[src/rtl/led_matrix_scan_pkg.sv]
// Shared definitions for the LED matrix scanner.
//   - scan_state_e : row-scan FSM states
//   - ROWS_DEF / COLS_DEF : default matrix geometry
//   - WORD_W_DEF / word_width() : width of one shifted row word (red + blue)
package led_pkg;

  localparam int unsigned ROWS_DEF   = 8;
  localparam int unsigned COLS_DEF   = 10;
  localparam int unsigned WORD_W_DEF = 2 * COLS_DEF;

  typedef enum logic [2:0] {
    ST_IDLE,
    ST_SNAP,
    ST_ROWDATA,
    ST_SHIFT,
    ST_LATCH,
    ST_DISPLAY,
    ST_NEXT
  } scan_state_e;

  function automatic int unsigned word_width(input int unsigned cols);
    return 2 * cols;
  endfunction

endpackage

[src/rtl/led_matrix_scan_serial_shift_tx.sv]
// MSB-first serial transmitter for one matrix row word.
//   clk, rst_n : system clock, asynchronous active-low reset
//   start      : one-cycle pulse; loads word, transmission begins next cycle
//   word       : WIDTH-bit row word, MSB sent first
//   sclk       : serial clock; low CLK_DIV cycles (data setup) then high CLK_DIV cycles
//   sdata      : serial data, holds its last value when idle
//   done       : high in the final cycle of the last bit (sclk returns low after it)
module serial_shift_tx
  import led_pkg::*;
#(
  parameter int unsigned WIDTH   = WORD_W_DEF,
  parameter int unsigned CLK_DIV = 4
) (
  input  logic             clk,
  input  logic             rst_n,
  input  logic             start,
  input  logic [WIDTH-1:0] word,
  output logic             sclk,
  output logic             sdata,
  output logic             done
);

  localparam int unsigned BIT_W = $clog2(WIDTH);
  localparam int unsigned DIV_W = $clog2(CLK_DIV) + 1;

  logic             busy_q,  busy_d;
  logic             sclk_q,  sclk_d;
  logic             sdata_q, sdata_d;
  logic [WIDTH-1:0] sr_q,    sr_d;
  logic [BIT_W-1:0] bit_q,   bit_d;
  logic [DIV_W-1:0] div_q,   div_d;

  // sclk_q doubles as the half-period phase: low = setup, high = hold.
  always_comb begin
    busy_d  = busy_q;
    sclk_d  = sclk_q;
    sdata_d = sdata_q;
    sr_d    = sr_q;
    bit_d   = bit_q;
    div_d   = div_q;
    done    = 1'b0;
    if (start) begin
      busy_d  = 1'b1;
      sclk_d  = 1'b0;
      sdata_d = word[WIDTH-1];
      sr_d    = word << 1;
      bit_d   = '0;
      div_d   = '0;
    end else if (busy_q) begin
      if (div_q == DIV_W'(CLK_DIV - 1)) begin
        div_d = '0;
        if (!sclk_q) begin
          sclk_d = 1'b1;
        end else begin
          sclk_d = 1'b0;
          if (bit_q == BIT_W'(WIDTH - 1)) begin
            busy_d = 1'b0;
            done   = 1'b1;
          end else begin
            bit_d   = bit_q + BIT_W'(1);
            sdata_d = sr_q[WIDTH-1];
            sr_d    = sr_q << 1;
          end
        end
      end else begin
        div_d = div_q + DIV_W'(1);
      end
    end
  end

  always_ff @(posedge clk or negedge rst_n) begin
    if (!rst_n) begin
      busy_q  <= 1'b0;
      sclk_q  <= 1'b0;
      sdata_q <= 1'b0;
      sr_q    <= '0;
      bit_q   <= '0;
      div_q   <= '0;
    end else begin
      busy_q  <= busy_d;
      sclk_q  <= sclk_d;
      sdata_q <= sdata_d;
      sr_q    <= sr_d;
      bit_q   <= bit_d;
      div_q   <= div_d;
    end
  end

  assign sclk  = sclk_q;
  assign sdata = sdata_q;

endmodule

[src/rtl/led_matrix_scan.sv]
// Two-colour LED matrix row scanner fed by the song loader's note stream.
// Each frame snapshots the note window once, then scans every row through
// shift -> latch -> display dwell.
//   clk, rst_n     : system clock, asynchronous active-low reset
//   note_R, note_B : red / blue note bits, bit c drives column c
//   offset         : pixel row where the current notes are drawn
//   finish         : song-end pulse; the next frame is blanked to the judge line
//   mtx_sclk/mtx_sdata/mtx_latch/mtx_oe_n/mtx_row : matrix driver interface
//   frame_done     : one-cycle pulse after the last row's dwell
module led_matrix_scan
  import led_pkg::*;
#(
  parameter int unsigned ROWS       = ROWS_DEF,
  parameter int unsigned COLS       = COLS_DEF,
  parameter int unsigned CLK_DIV    = 4,
  parameter int unsigned DWELL      = 2000,
  parameter int unsigned SHOW_JUDGE = 1
) (
  input  logic                    clk,
  input  logic                    rst_n,
  input  logic [COLS-1:0]         note_R,
  input  logic [COLS-1:0]         note_B,
  input  logic [2:0]              offset,
  input  logic                    finish,
  output logic                    mtx_sclk,
  output logic                    mtx_sdata,
  output logic                    mtx_latch,
  output logic                    mtx_oe_n,
  output logic [$clog2(ROWS)-1:0] mtx_row,
  output logic                    frame_done
);

  localparam int unsigned ROW_W  = $clog2(ROWS);
  localparam int unsigned WORD_W = word_width(COLS);
  localparam int unsigned CNT_W  = $clog2((DWELL > CLK_DIV) ? DWELL : CLK_DIV) + 1;

  scan_state_e       state_q, state_d;
  logic [ROW_W-1:0]  row_q, row_d;
  logic [ROW_W-1:0]  mtx_row_q, mtx_row_d;
  logic [COLS-1:0]   note_r_s_q, note_r_s_d;
  logic [COLS-1:0]   note_b_s_q, note_b_s_d;
  logic [2:0]        offset_s_q, offset_s_d;
  logic              blank_q, blank_d;
  logic [CNT_W-1:0]  cnt_q, cnt_d;
  logic              latch_q, latch_d;
  logic              oe_n_q, oe_n_d;
  logic              frame_done_q, frame_done_d;

  logic [WORD_W-1:0] row_word;
  logic              on_note_row;
  logic              judge_row;
  logic              last_row;
  logic              tx_start;
  logic              tx_done;

  assign last_row    = (32'(row_q) == ROWS - 1);
  assign on_note_row = (32'(offset_s_q) == 32'(row_q));
  assign judge_row   = (SHOW_JUDGE != 0) && last_row;

  // Red field occupies the upper COLS bits so column COLS-1 red is sent first.
  always_comb begin
    row_word = '0;
    for (int unsigned c = 0; c < COLS; c++) begin
      row_word[COLS + c] = (on_note_row && note_r_s_q[c]) || judge_row;
      row_word[c]        = (on_note_row && note_b_s_q[c]) || judge_row;
    end
  end

  always_comb begin
    state_d    = state_q;
    row_d      = row_q;
    mtx_row_d  = mtx_row_q;
    note_r_s_d = note_r_s_q;
    note_b_s_d = note_b_s_q;
    offset_s_d = offset_s_q;
    cnt_d      = cnt_q;
    tx_start   = 1'b0;
    // A finish pulse always arms the blank flag; SNAP only clears a flag that
    // was already set before it, so a coincident pulse blanks the next frame.
    blank_d    = blank_q | finish;

    unique case (state_q)
      ST_IDLE: state_d = ST_SNAP;
      ST_SNAP: begin
        if (blank_q) begin
          note_r_s_d = '0;
          note_b_s_d = '0;
          offset_s_d = '0;
          blank_d    = finish;
        end else begin
          note_r_s_d = note_R;
          note_b_s_d = note_B;
          offset_s_d = offset;
        end
        state_d = ST_ROWDATA;
      end
      ST_ROWDATA: begin
        tx_start = 1'b1;
        state_d  = ST_SHIFT;
      end
      ST_SHIFT: begin
        if (tx_done) begin
          state_d   = ST_LATCH;
          mtx_row_d = row_q;
          cnt_d     = '0;
        end
      end
      ST_LATCH: begin
        if (cnt_q == CNT_W'(CLK_DIV - 1)) begin
          state_d = ST_DISPLAY;
          cnt_d   = '0;
        end else begin
          cnt_d = cnt_q + CNT_W'(1);
        end
      end
      ST_DISPLAY: begin
        if (cnt_q == CNT_W'(DWELL - 1)) begin
          state_d = ST_NEXT;
          cnt_d   = '0;
        end else begin
          cnt_d = cnt_q + CNT_W'(1);
        end
      end
      ST_NEXT: begin
        if (last_row) begin
          row_d   = '0;
          state_d = ST_SNAP;
        end else begin
          row_d   = row_q + ROW_W'(1);
          state_d = ST_ROWDATA;
        end
      end
      default: state_d = ST_IDLE;
    endcase

    // Strobes are registered from the next state so they line up with it.
    latch_d      = (state_d == ST_LATCH);
    oe_n_d       = (state_d != ST_DISPLAY);
    frame_done_d = (state_d == ST_NEXT) && last_row;
  end

  always_ff @(posedge clk or negedge rst_n) begin
    if (!rst_n) begin
      state_q      <= ST_IDLE;
      row_q        <= '0;
      mtx_row_q    <= '0;
      note_r_s_q   <= '0;
      note_b_s_q   <= '0;
      offset_s_q   <= '0;
      blank_q      <= 1'b0;
      cnt_q        <= '0;
      latch_q      <= 1'b0;
      oe_n_q       <= 1'b1;
      frame_done_q <= 1'b0;
    end else begin
      state_q      <= state_d;
      row_q        <= row_d;
      mtx_row_q    <= mtx_row_d;
      note_r_s_q   <= note_r_s_d;
      note_b_s_q   <= note_b_s_d;
      offset_s_q   <= offset_s_d;
      blank_q      <= blank_d;
      cnt_q        <= cnt_d;
      latch_q      <= latch_d;
      oe_n_q       <= oe_n_d;
      frame_done_q <= frame_done_d;
    end
  end

  serial_shift_tx #(
    .WIDTH   (WORD_W),
    .CLK_DIV (CLK_DIV)
  ) u_tx (
    .clk   (clk),
    .rst_n (rst_n),
    .start (tx_start),
    .word  (row_word),
    .sclk  (mtx_sclk),
    .sdata (mtx_sdata),
    .done  (tx_done)
  );

  assign mtx_latch  = latch_q;
  assign mtx_oe_n   = oe_n_q;
  assign mtx_row    = mtx_row_q;
  assign frame_done = frame_done_q;

endmodule

[config.mk]
export PLATFORM = sky130hd
export DESIGN_NAME = led_matrix_scan
export DESIGN_NICKNAME = d
export VERILOG_FILES = /design/src/rtl/led_matrix_scan_pkg.sv /design/src/rtl/led_matrix_scan_serial_shift_tx.sv /design/src/rtl/led_matrix_scan.sv
export SDC_FILE = /design/constraint.sdc
export NUM_CORES = 1
export LEC_CHECK = 0
export ABC_AREA = 1
export BUFFER_PORTS_ARGS = -buffer_cell sky130_fd_sc_hd__buf_2
export CORE_MARGIN = 2
export CORE_UTILIZATION = 50
export CTS_BUF_LIST = sky130_fd_sc_hd__clkbuf_8 sky130_fd_sc_hd__clkbuf_16
export DETAILED_ROUTE_END_ITERATION = 8
export PLACE_DENSITY = 0.69
export SKIP_LAST_GASP = 1
export SYNTH_ARGS = -nofsm -noshare
export SYNTH_HDL_FRONTEND = slang
export SYNTH_SLANG_ARGS = --single-unit
export TNS_END_PERCENT = 5
[constraint.sdc]
create_clock -name clk -period 1.9 [get_ports clk]
set_input_delay 0.285 -clock clk [delete_from_list [all_inputs] [get_ports clk]]
set_output_delay 0.285 -clock clk [all_outputs]
set_load 0.05 [all_outputs]
==> impl_metrics.json <==
{
  "syn_nets": 543,
  "r2r_start": "state_q[2]",
  "route.detailed.drc": 0,
  "clkLatencyLatePin_ns": 0.36,
  "tightest_slew_ns": 0.642,
  "synth-edff-count": 0,
  "rsz0062_at_grt": "no",
  "cts_setup_buffers": 0,
  "clock_skew_ns": 0.0129,
  "crit_family": "simple AND/OR/NAND/NOR gates",
  "crit_required_ns": 2.13,
  "place_ws_ns": 0.126,
  "gr-usage-all-layers": 0.206,
  "dr_total_vias": 3304,
  "ant_nets": 0,
  "die_area_um2": 8830,
  "synthArstFlopShare": 1.00,
  "tns_ns": 0,
  "place_hpwl_um": 5740,
  "min_period_over_period": 0.898,
  "startpoint_type": "flip-flop",
  "clockRootBuffer": "clkbuf_8",
  "drive_gt1_frac": 0.143,
  "initial_core_util": 0.521,
  "place_congestion": 0.910,
  "synth_common_cells": "129 x nand2_1, 77 x dfrtp_1, 69 x inv_1",
  "critPathArrivalTime_ns": 1.93,
  "synthCells": 512,
  "path_class": "flip-flop to flip-flop",
  "hp-class": "input pin to flip-flop",
  "startpoint": "state_q[2]",
  "synth_seq_area_share": 0.482,
  "cpMaxStageDelayCell": "dfrtp_1",
  "grt_pass1_wl_um": 14200,
  "end_kind": "flip-flop",
  "period_minus_slack_ns": 1.71,
  "syn_area_per_cell_um2": 7.91,
  "antenna_found_initial": 0,
  "area_delta_synth_final_pct": 11.2,
  "synth.cell_area_um2": 4050,
  "cap_violations": 0,
  "synth_most_common_cell": "nand2_1",
  "cts_max_path_buffers": 2,
  "first_global_vias": 3072,
  "maxSlewHeadroom": 0.571,
  "synth_top_cell_by_area": "dfrtp_1",
  "min_from": "finish",
  "numCtsBuffers": 9,
  "power.density_nw_per_um2": 664,
  "viasPerCell": 5.04,
  "fp-row-count": 32,
  "path_max_fanout": 30,
  "fp.dieW_um": 94.0,
  "wirelength_um": 8250,
  "h-tree-depth": 3,
  "finish.utilization": 0.580,
  "fill_cells": 714,
  "ir_drop_uv": 423,
  "hold_viol_final": 0,
  "io_buffers": 33,
  "layout.cells.non_filler": 655,
  "antenna_cells": 0,
  "grt_overflow": 0,
  "clock-sinks": 78,
  "setup_viol": 0,
  "wire_per_inst_um": 12.6,
  "synth_ff_type": "dfrtp_1",
  "clock.fmax_ghz": 0.586,
  "clkTransAtPathRegs_ns": 0.09,
  "worstPathCellList": "inv_2, nand3_4, nand3_1, nand2_4, nand2_1, o21ai_0, a21oi_1",
  "grt_start_max_net_pins": 35,
  "die_y_um": 94.0,
  "core_area_um2": 7770,
  "cp_num_buf_inv": 1,
  "cts_tree": "built",
  "slew_viol_final": 0,
  "drtPass1Iterations": 4,
  "drt_iter0_markers": 216,
  "ys_ff_latch": 78,
  "reg2reg_slack_ns": 0.19,
  "final_nets": 579,
  "io_pins": 34,
  "yosys-top-cells-area": "dfrtp_1 48%, nand2_1 12%, o21ai_0 7.0%, inv_1 6.4%, nand3_1 5.9%",
  "worst_slack_ns": 0.194,
  "yosysWarnings": 0,
  "cpPeakStageDelay_ns": 0.50,
  "dp_cells": 638,
  "status": "finished, final reports clean",
  "synth_top_cell_area_share": 0.476,
  "power.leakage_nw": 2.34,
  "synth_cell_type_count": 38
}
metrics by stage:
stage	hold slack [ns]	power, W	cell area [µm²]
final	0.118	0.00299	4500
after global routing	0.111	0.00310	4500
after CTS	0.114	0.00302	4500
after detailed placement	0.158	0.00176	4290
after global placement	0.155	0.00176	4290
after floorplan	-0.0106	0.00169	4050
logic make-up after synthesis:
family,count (synthesis),synth area share
buffers and inverters,86,0.0930
DFF,78,0.482
adders and majority gates,5,0.0155
xor gates and xnor gates,8,0.0229
and+or+nand+nor,258,0.286
AOI/OAI and AO/OA,77,0.0998
cell usage in the layout, fill, tap and decap left out, types with 2 or more instances in the layout:
cell and instances:
a21oi_1 9, buf_2 32, buf_4 6, clkbuf_8 9
clkinv_4 2, dfrtp_1 77, ha_1 5, inv_1 70
inv_2 2, inv_6 2, nand2_1 129, nand2_2 4
nand3_1 48, nand3_2 3, nand3_4 2, nand3b_1 2
nand4_1 12, nor2_1 43, nor2_2 6, nor2b_1 2
nor3_1 4, o21ai_0 57, o21ai_1 3, o31ai_1 2
xnor2_1 2, xnor2_2 3, xor2_1 3
power breakdown:
part           internal [W]              switching, W  leakage, nW
Combinational     0.0000255                 0.0000388         1.19
Clock              0.000614                  0.000655        0.105
Sequential          0.00166  0.0000000000000000000388         1.05
Total               0.00230                  0.000694         2.34
state kept, by name (all words and copies together), names as in the netlist, 3 cells and up:
register / flops
u_tx.sr_q: 19
cnt_q: 12
note_b_s_q: 10
note_r_s_q: 10
u_tx.bit_q: 5
mtx_row: 3
offset_s_q: 3
row_q: 3
state_q: 3
u_tx.div_q: 3
repair_timing:
item,CTS,global route
hold buffers,1,0
setup endpoints to repair,0,22
hold endpoints to repair,12,0
resized for setup,0,1
routing by layer:
| metal | global-route usage | vias to the layer above | routed length, µm |
|---|---|---|---|
| li1 | - | 1714 | - |
| met1 | 0.297 | 1487 | 4160 |
| met2 | 0.307 | 93 | 3560 |
| met3 | 0.0441 | 10 | 393 |
| met4 | 0.0737 | 0 | 131 |
| met5 | 0 | - | 0 |
worst register-to-register path, stage by stage, from the launching register on:
cell     delay, ns
dfrtp_1       0.50
inv_2         0.11
nand3_4       0.21
nand3_1       0.18
nand2_4       0.29
nand2_1       0.11
o21ai_0       0.11
a21oi_1       0.07
final timing paths:
kind / endpoint / cells after the start
max in group asynchronous: note_r_s_q[8] / 3
min in group asynchronous: cnt_q[4] / 2
min: blank_q / 2
max: u_tx.sr_q[15] / 7
min reg2reg: mtx_row[2] / 2
max reg2reg: u_tx.sr_q[15] / 7
cell type report:
| cell class | instances | area [µm²] | area share |
|---|---|---|---|
| inverters | 71 | 267 | 0.0592 |
| clock inverters | 7 | 73.8 | 0.0164 |
| flip-flops and latches | 78 | 1950 | 0.434 |
| multi-input cells | 348 | 1720 | 0.383 |
| well taps | 102 | 128 | 0.0283 |
| repair buffers | 40 | 235 | 0.0522 |
| clock buffers | 9 | 124 | 0.0275 |
Power figures use the tool's default switching activity.
